File: config.mk
export PLATFORM = sky130hd
export DESIGN_NAME = vector_mult_pipe
export DESIGN_NICKNAME = d
export VERILOG_FILES = /design/src/rtl/vector_mult_pipe.sv
export SDC_FILE = /design/constraint.sdc
export NUM_CORES = 1
export LEC_CHECK = 0
export CORE_MARGIN = 3
export CORE_UTILIZATION = 55
export CTS_CLUSTER_DIAMETER = 120
export DETAILED_ROUTE_END_ITERATION = 10
export GPL_TIMING_DRIVEN = 1
export HOLD_SLACK_MARGIN = 0.03
export PLACE_DENSITY_LB_ADDON = 0.25
export RECOVER_POWER = 100
export SLEW_MARGIN = 20
export SYNTH_ARGS = -nofsm -noshare
export SYNTH_HDL_FRONTEND = slang
export SYNTH_SLANG_ARGS = --single-unit
export TNS_END_PERCENT = 30
File: constraint.sdc
create_clock -name Clock -period 5.25 [get_ports Clock]
set_clock_uncertainty 0.1 [all_clocks]
set_input_delay 0.7875 -clock Clock [delete_from_list [all_inputs] [get_ports Clock]]
set_output_delay 0.7875 -clock Clock [all_outputs]
set_load 0.01 [all_outputs]
File: src/rtl/vector_mult_pipe.sv
// Element-wise unsigned vector multiplier feeding vectorSum: two register stages
// (operands, then products) with valid/ready handshakes, full throughput and backpressure.
module vector_mult_pipe #(
    parameter int DIM = 5,
    parameter int W_u = 8
) (
    input  logic                   Clock,
    input  logic                   Reset,
    input  logic                   in_valid,
    output logic                   in_ready,
    input  logic [DIM*W_u-1:0]     u,
    input  logic [DIM*W_u-1:0]     v,
    output logic                   out_valid,
    input  logic                   out_ready,
    output logic [DIM*2*W_u-1:0]   prod
);

    localparam int PW = 2 * W_u;

    logic [DIM*W_u-1:0] u_q, u_d;
    logic [DIM*W_u-1:0] v_q, v_d;
    logic               s1_valid_q, s1_valid_d;
    logic               s2_valid_q, s2_valid_d;
    logic [DIM*PW-1:0]  prod_q, prod_d;
    logic [DIM*PW-1:0]  prod_calc;
    logic               s1_adv;
    logic               s2_adv;

    // Operands are widened before multiplying so the full 2*W_u-bit product is kept.
    function automatic logic [PW-1:0] mul_elem(input logic [W_u-1:0] a, input logic [W_u-1:0] b);
        return {{W_u{1'b0}}, a} * {{W_u{1'b0}}, b};
    endfunction

    for (genvar gi = 0; gi < DIM; gi++) begin : g_mul
        assign prod_calc[(DIM-1-gi)*PW +: PW] =
            mul_elem(u_q[(DIM-1-gi)*W_u +: W_u], v_q[(DIM-1-gi)*W_u +: W_u]);
    end

    always_comb begin
        // NOTE: every signal gets a default first, so no path through this block can infer a latch.
        s2_adv     = !s2_valid_q || out_ready;
        s1_adv     = !s1_valid_q || s2_adv;
        in_ready   = s1_adv && !Reset;

        u_d        = u_q;
        v_d        = v_q;
        s1_valid_d = s1_valid_q;
        s2_valid_d = s2_valid_q;
        prod_d     = prod_q;

        if (in_valid && in_ready) begin
            u_d        = u;
            v_d        = v;
            s1_valid_d = 1'b1;
        end else if (s1_adv) begin
            s1_valid_d = 1'b0;
        end

        // prod keeps its last value when a bubble moves into stage 2.
        if (s2_adv) begin
            s2_valid_d = s1_valid_q;
            if (s1_valid_q) begin
                prod_d = prod_calc;
            end
        end
    end

    // NOTE: reset is synchronous, so it lives inside the clocked branch; state uses non-blocking writes.
    always_ff @(posedge Clock) begin
        if (Reset) begin
            u_q        <= '0;
            v_q        <= '0;
            s1_valid_q <= 1'b0;
            s2_valid_q <= 1'b0;
            prod_q     <= '0;
        end else begin
            u_q        <= u_d;
            v_q        <= v_d;
            s1_valid_q <= s1_valid_d;
            s2_valid_q <= s2_valid_d;
            prod_q     <= prod_d;
        end
    end

    assign out_valid = s2_valid_q;
    assign prod      = prod_q;

endmodule
==> flow_summary_export.csv, run 1 <==
group,metric,value,unit
outcome,outcome,"complete, but fails checks",
outcome,violations,"capacitance limit, slew limit",
synth,synth_fp_nets,2317,
clock_tree,post-cts-setup-buffers,0,
die,rows,61,
sta,min_period,4.65,ns
global_route,antenna_found_initial,1,
sta,grt_setup_unrepaired,"no",
clock_tree,clkTransAtPathRegs,0.07,ns
power_and_ir_drop,p_switching,1.11,mW
clock_tree,cts_tree,"done",
sta,slew_headroom,-0.872,
synth,syn_inst,1873,
die,fp.dieH,176,µm
critical_path,critPathArrivalTime,4.83,ns
power_and_ir_drop,cellPowerDensity,191,mW/mm²
critical_path,cp-end-kind,"flip-flop",
worst_hold_path,hold_path_end,"prod[74]",
worst_hold_path,min_path_type,"flip-flop to flip-flop",
die,start_util,0.565,
worst_hold_path,holdPathStages,2,
sta,fin_crit_sh,0.886,
synth,seq_area_frac_synth,0.204,
detailed_routing,wl_per_cell,16.1,µm
global_route,grt_max_degree,65,
die,dieArea,0.0310,mm²
clock_tree,cts.repair.resized,0,
critical_path,r2r_start,"u_q[37]",
final_layout,multi_input_area,0.0114,mm²
clock_tree,cts_buffer_depth,2,
final_layout,utilization,0.653,
detailed_routing,vias,13000,
power_and_ir_drop,leakage,9.49,nW
clock_tree,clock-sinks,162,
detailed_routing,dr.pass1.iters,6,
sta,setup_ws,0.600,ns
clock_tree,htree_num_levels,4,
final_layout,fin_nets,2454,
sta,fmax,0.215,GHz
final_layout,finalNonFillerCells,2400,
die,ios,166,
critical_path,worst-r2r-cell-count,15,
sta,tightest_slew,2.81,ns
global_route,grt_pass1_wl,64.1,mm
power_and_ir_drop,cell_internal_pwr,2.39,mW
placement,portBuffers,165,
final_layout,final_common_cell,"nand2_1",
placement,pre_cts_slack,0.715,ns
final_layout,n_antenna_cell,0,
critical_path,critPathRequiredTime,5.43,ns
global_route,overflow,0,
critical_path,cp-start-kind,"flip-flop",
synth,ys_ff_latch,162,
power_and_ir_drop,p_clk_frac,0.382,
critical_path,worst-setup-path-type,"flip-flop to flip-flop",
detailed_routing,wirelength,38.7,mm
synth,synth_area,0.0159,mm²
die,fp.coreArea,0.0282,mm²
placement,dp_hpwl,29.6,mm
synth,async_flop_share,0,
detailed_routing,ant_nets,0,
synth,synth_top_area_share,0.227,
sta,setup_viol,0,
final_layout,mostFrequentLayoutCells,"nand2_1, inv_1, and2_1",
sta,fin_tns_setup,0,ns
clock_tree,hold_buffers,0,
clock_tree,insertion_delay,0.44,ns
die,die_w,176,µm
final_layout,drive_gt1_frac,0.0272,
clock_tree,cts_made_buffers,17,
detailed_routing,drc_errors,0,
synth,ys.flop_type,"dfxtp_1",
final_layout,area_growth,15.6,%
power_and_ir_drop,p_seq_frac,0.404,
sta,slew_violations,90,
placement,dp_cells,2369,
power_and_ir_drop,swShare,0.318,
global_route,grtUsageTotal,0.254,
detailed_routing,dr.first_iter.drc_count,705,
final_layout,register_area,0.00324,mm²
synth,yosys.area.top_type,"fa_1",
critical_path,rrSetupSlack,0.60,ns
power_and_ir_drop,pwr-share-comb,0.214,
synth,synth_area_leaders,"fa_1, dfxtp_1, ha_1, and2_1, nand2_1",
detailed_routing,routed_via_density,5.41,
synth,yosysWarnings,0,
power_and_ir_drop,max-vdd-ir-drop,196,µV
placement,gp_congestion,0.861,
final_layout,fill_cells,2369,
sta,finalHoldViolCount,0,
synth,synth_cell_types,65,
global_route,grt_pass1_vias,13200,
run,maxCapViolations,2,
sta,whs,0.347,ns
synth,synth-edff-count,0,
clock_tree,ctsRootBufferMaster,"clkbuf_16",
worst_hold_path,worstHoldStart,"prod[74]",
synth,synth_area_per_cell,8.49,µm²
critical_path,r2r_end,"prod[76]",
critical_path,cp_max_fo,9,
-- routing by layer --
layer / share of wire / up-vias / GRT usage
met5: 0.00034 / - / 0
met4: 0.030 / 2 / 0.0864
met3: 0.044 / 65 / 0.0387
met2: 0.49 / 315 / 0.446
met1: 0.43 / 6304 / 0.321
li1: - / 6291 / -
-- power groups by stage --
stage	logic (mW)	registers, mW	clock network, mW
after floorplan	0.513	1.40	0
after global placement	0.735	1.44	0
after detailed placement	0.759	1.44	0
after CTS	0.766	1.41	1.36
after global routing	0.857	1.43	1.40
final	0.750	1.42	1.34
-- sequential cells by signal, indices dropped and copies added (netlist names) --
register / flops
prod: 80
out_valid: 1
s1_valid_q: 1
v_q: 40
u_q: 40
-- per-stage QoR --
stage / area (µm²) / power (mW)
after floorplan: 15900 / 1.91
after global placement: 17800 / 2.17
after detailed placement: 17800 / 2.20
after CTS: 18400 / 3.53
after global routing: 18400 / 3.69
final: 18400 / 3.50
-- how the worst max path moves through the flow --
| stage | start | endpoint | slack, ns | cells after the start |
|---|---|---|---|---|
| 2_1_floorplan | u_q[21] | prod[43] | 1.02 | 14 |
| 3_3_place_gp | v_q[34] | prod[76] | 0.80 | 15 |
| 3_5_place_dp | u_q[37] | prod[76] | 0.71 | 15 |
| 4_1_cts | u_q[37] | prod[76] | 0.68 | 15 |
| 5_1_grt | out_ready | u_q[12] | 0.31 | 7 |
| 6_report | u_q[37] | prod[76] | 0.60 | 15 |
-- worst max-delay path, stage by stage, from the launching register on --
cell and delay [ns]:
dfxtp_1 0.50, nand2_1 0.13, fa_1 0.52, fa_1 0.57, inv_1 0.06, fa_1 0.48, inv_1 0.05, fa_1 0.48
inv_1 0.04, ha_1 0.34, a21o_1 0.22, a31oi_1 0.30, a21oi_1 0.17, or3_1 0.37, nand3_1 0.09, a21oi_1 0.09
-- synth_stat cells, types with 3 or more instances --
cell type,count
buf_2,14
xnor2_1,13
and2_1,247
o211ai_1,5
o21ai_0,23
nand3_1,104
and3_1,3
a31oi_1,11
fa_1,180
nor3_1,19
nor2b_1,9
o211a_1,3
buf_1,8
o31ai_1,6
xor2_1,15
ha_1,180
or3_1,7
clkbuf_1,27
mux2i_1,3
nand2_1,339
o311ai_0,5
dfxtp_1,162
inv_1,250
a21o_1,18
or2_2,3
nor2_1,30
a21oi_1,109
o21a_1,12
nand4_1,11
a211oi_1,7
nand3b_1,4
-- area by class of cell --
class / instances / share of cell area
clock buffers: 17 / 0.0231
clock inverters: 14 / 0.00973
inverters: 251 / 0.0512
multi-input cells: 1407 / 0.622
flip-flops and latches: 162 / 0.176
well taps: 378 / 0.0257
repair buffers: 171 / 0.0917
-- logic make-up (layout without fill, tap and decap cells) --
logic type,count (synthesis),after routing,synth area share
fa+ha+maj,360,360,0.368
xor+xnor,28,28,0.0154
simple gates,792,792,0.247
buf+inv,304,453,0.0751
flops,162,162,0.204
mux,5,5,0.00330
compound gates,222,222,0.0875
(Power assumes the default switching activity.)
==> run 2, diff against run 1 <==
==> constraint.sdc (replaced) <==
create_clock -name Clock -period 5.25 [get_ports Clock]
set_clock_uncertainty 0.1 [all_clocks]
set_input_delay 1.05 -clock Clock [delete_from_list [all_inputs] [get_ports Clock]]
set_output_delay 1.05 -clock Clock [all_outputs]
set_load 0.01 [all_outputs]
==> flow_summary_export.csv, run 2 (synthesis results as in run 1) <==
group,metric,value,unit
outcome,outcome,"complete, but fails checks",
outcome,violations,"capacitance limit, slew limit",
placement,pre_cts_slack,0.684,ns
sta,whs,0.346,ns
die,fp.coreArea,0.0282,mm²
power_and_ir_drop,max-vdd-ir-drop,231,µV
sta,grt_setup_unrepaired,"no",
detailed_routing,wirelength,38.9,mm
final_layout,area_growth,15.5,%
die,dieArea,0.0310,mm²
final_layout,largest_reg_flops,80,
detailed_routing,dr.pass1.iters,5,
detailed_routing,routed_via_density,5.38,
global_route,grtUsageTotal,0.259,
clock_tree,clock-sinks,162,
placement,portBuffers,165,
clock_tree,cts_buffer_depth,2,
run,maxCapViolations,2,
detailed_routing,wl_per_cell,16.2,µm
sta,fin_tns_setup,0,ns
die,start_util,0.565,
global_route,antenna_found_initial,1,
sta,tightest_slew,1.89,ns
clock_tree,cts_tree,"done",
final_layout,fin_nets,2455,
critical_path,path_cells,"dlygate4sd3_1 > nor2b_1 > nand2b_1 > clkbuf_2 > or2_2 > a21oi_1 > mux2_2",
sta,finalHoldViolCount,0,
sta,slew_headroom,-0.262,
critical_path,cpPeakStageDelay,1.46,ns
sta,setup_viol,0,
clock_tree,clkTransAtPathRegs,0.07,ns
clock_tree,htree_num_levels,4,
critical_path,cp-end-kind,"flip-flop",
sta,fin_crit_sh,0.900,
final_layout,drive_gt1_frac,0.0267,
critical_path,cpLargestDelayFamily,"simple AND/OR/NAND/NOR gates",
sta,min_period,4.73,ns
clock_tree,hold_buffers,0,
power_and_ir_drop,leakage,9.48,nW
clock_tree,cts.repair.resized,0,
sta,slew_violations,85,
sta,setup_ws,0.524,ns
critical_path,critPathRequiredTime,5.49,ns
power_and_ir_drop,cellPowerDensity,189,mW/mm²
critical_path,cp-start-kind,"input pin",
final_layout,mostFrequentLayoutCells,"nand2_1, inv_1, and2_1",
detailed_routing,drc_errors,0,
placement,gp_congestion,0.858,
global_route,grt_pass1_wl,65.0,mm
worst_hold_path,holdPathStages,2,
global_route,grt_pass1_vias,13400,
die,ios,166,
die,rows,61,
clock_tree,ctsRootBufferMaster,"clkbuf_16",
clock_tree,cts_made_buffers,17,
die,fp.dieH,176,µm
critical_path,critPathArrivalTime,4.96,ns
die,die_w,176,µm
critical_path,worst-path-buf-inv,2,
critical_path,worst-setup-path-type,"input pin to flip-flop",
detailed_routing,vias,12900,
placement,dp_hpwl,29.7,mm
final_layout,fill_cells,2388,
critical_path,cp_max_fo,43,
global_route,grt_max_degree,75,
detailed_routing,dr.first_iter.drc_count,757,
critical_path,worstSetupPathDepth,7,
clock_tree,insertion_delay,0.45,ns
detailed_routing,ant_nets,0,
worst_hold_path,min_path_type,"flip-flop to flip-flop",
critical_path,cpMaxStageDelayCell,"nand2b_1",
final_layout,final_common_cell,"nand2_1",
sta,fmax,0.212,GHz
global_route,overflow,0,
clock_tree,post-cts-setup-buffers,0,
critical_path,worst-r2r-cell-count,15,
[run 2: cell count changes in the layout (fill, tap and decap cells not counted), moves of 2 or more]
cell      before  now
clkbuf_8       0    2
inv_6          4    2
clkbuf_1       1    3
clkinv_4       2    4
[run 2: worst paths after layout]
kind              startpoint       end  slack [ns]
hold / removal      prod[70]  prod[70]        0.35
hold reg to reg     prod[70]  prod[70]        0.35
setup / recovery   out_ready  prod[31]        0.52
setup reg to reg     u_q[37]  prod[76]        0.61
[run 2: cell type report]
cell class              instances  area (µm²)  area share
repair buffers                172        1690      0.0918
inverters                     251         942      0.0513
flip-flops and latches        162        3240       0.177
multi-input cells            1407       11400       0.623
clock buffers                  20         457      0.0249
clock inverters                11         130     0.00708
well taps                     378         473      0.0257
diodes                          1        2.50    0.000136
[run 2: worst register-to-register path, delay by kind of cell, from the launching register on]
kind                       cells  cell delay [ns]
DFF                            1             0.47
AOI/OAI and AO/OA              4             0.78
buffers and inverters          3             0.15
and+or+nand+nor                3             0.60
adders and majority gates      5             2.37
[run 2: power by group]
| group | switching, mW | internal, mW | total (mW) |
|---|---|---|---|
| combinational | 0.415 | 0.337 | 0.752 |
| clock | 0.571 | 0.728 | 1.30 |
| sequential | 0.119 | 1.30 | 1.42 |
| total | 1.11 | 2.36 | 3.47 |
[run 2: routing by layer]
layer,global-route usage,part of all wire
met1,0.327,0.43
met2,0.459,0.51
met3,0.0413,0.042
met4,0.0706,0.018
met5,0,0
[run 2: stage by stage]
step	utilization	power (mW)	cells	instance area (µm²)
floorplan	-	1.91	1873	15900
global placement	0.633	2.17	2370	17800
detailed placement	0.633	2.20	2370	17800
CTS	0.654	3.51	2401	18400
global route	0.652	3.66	2402	18400
finish	0.652	3.47	2402	18400
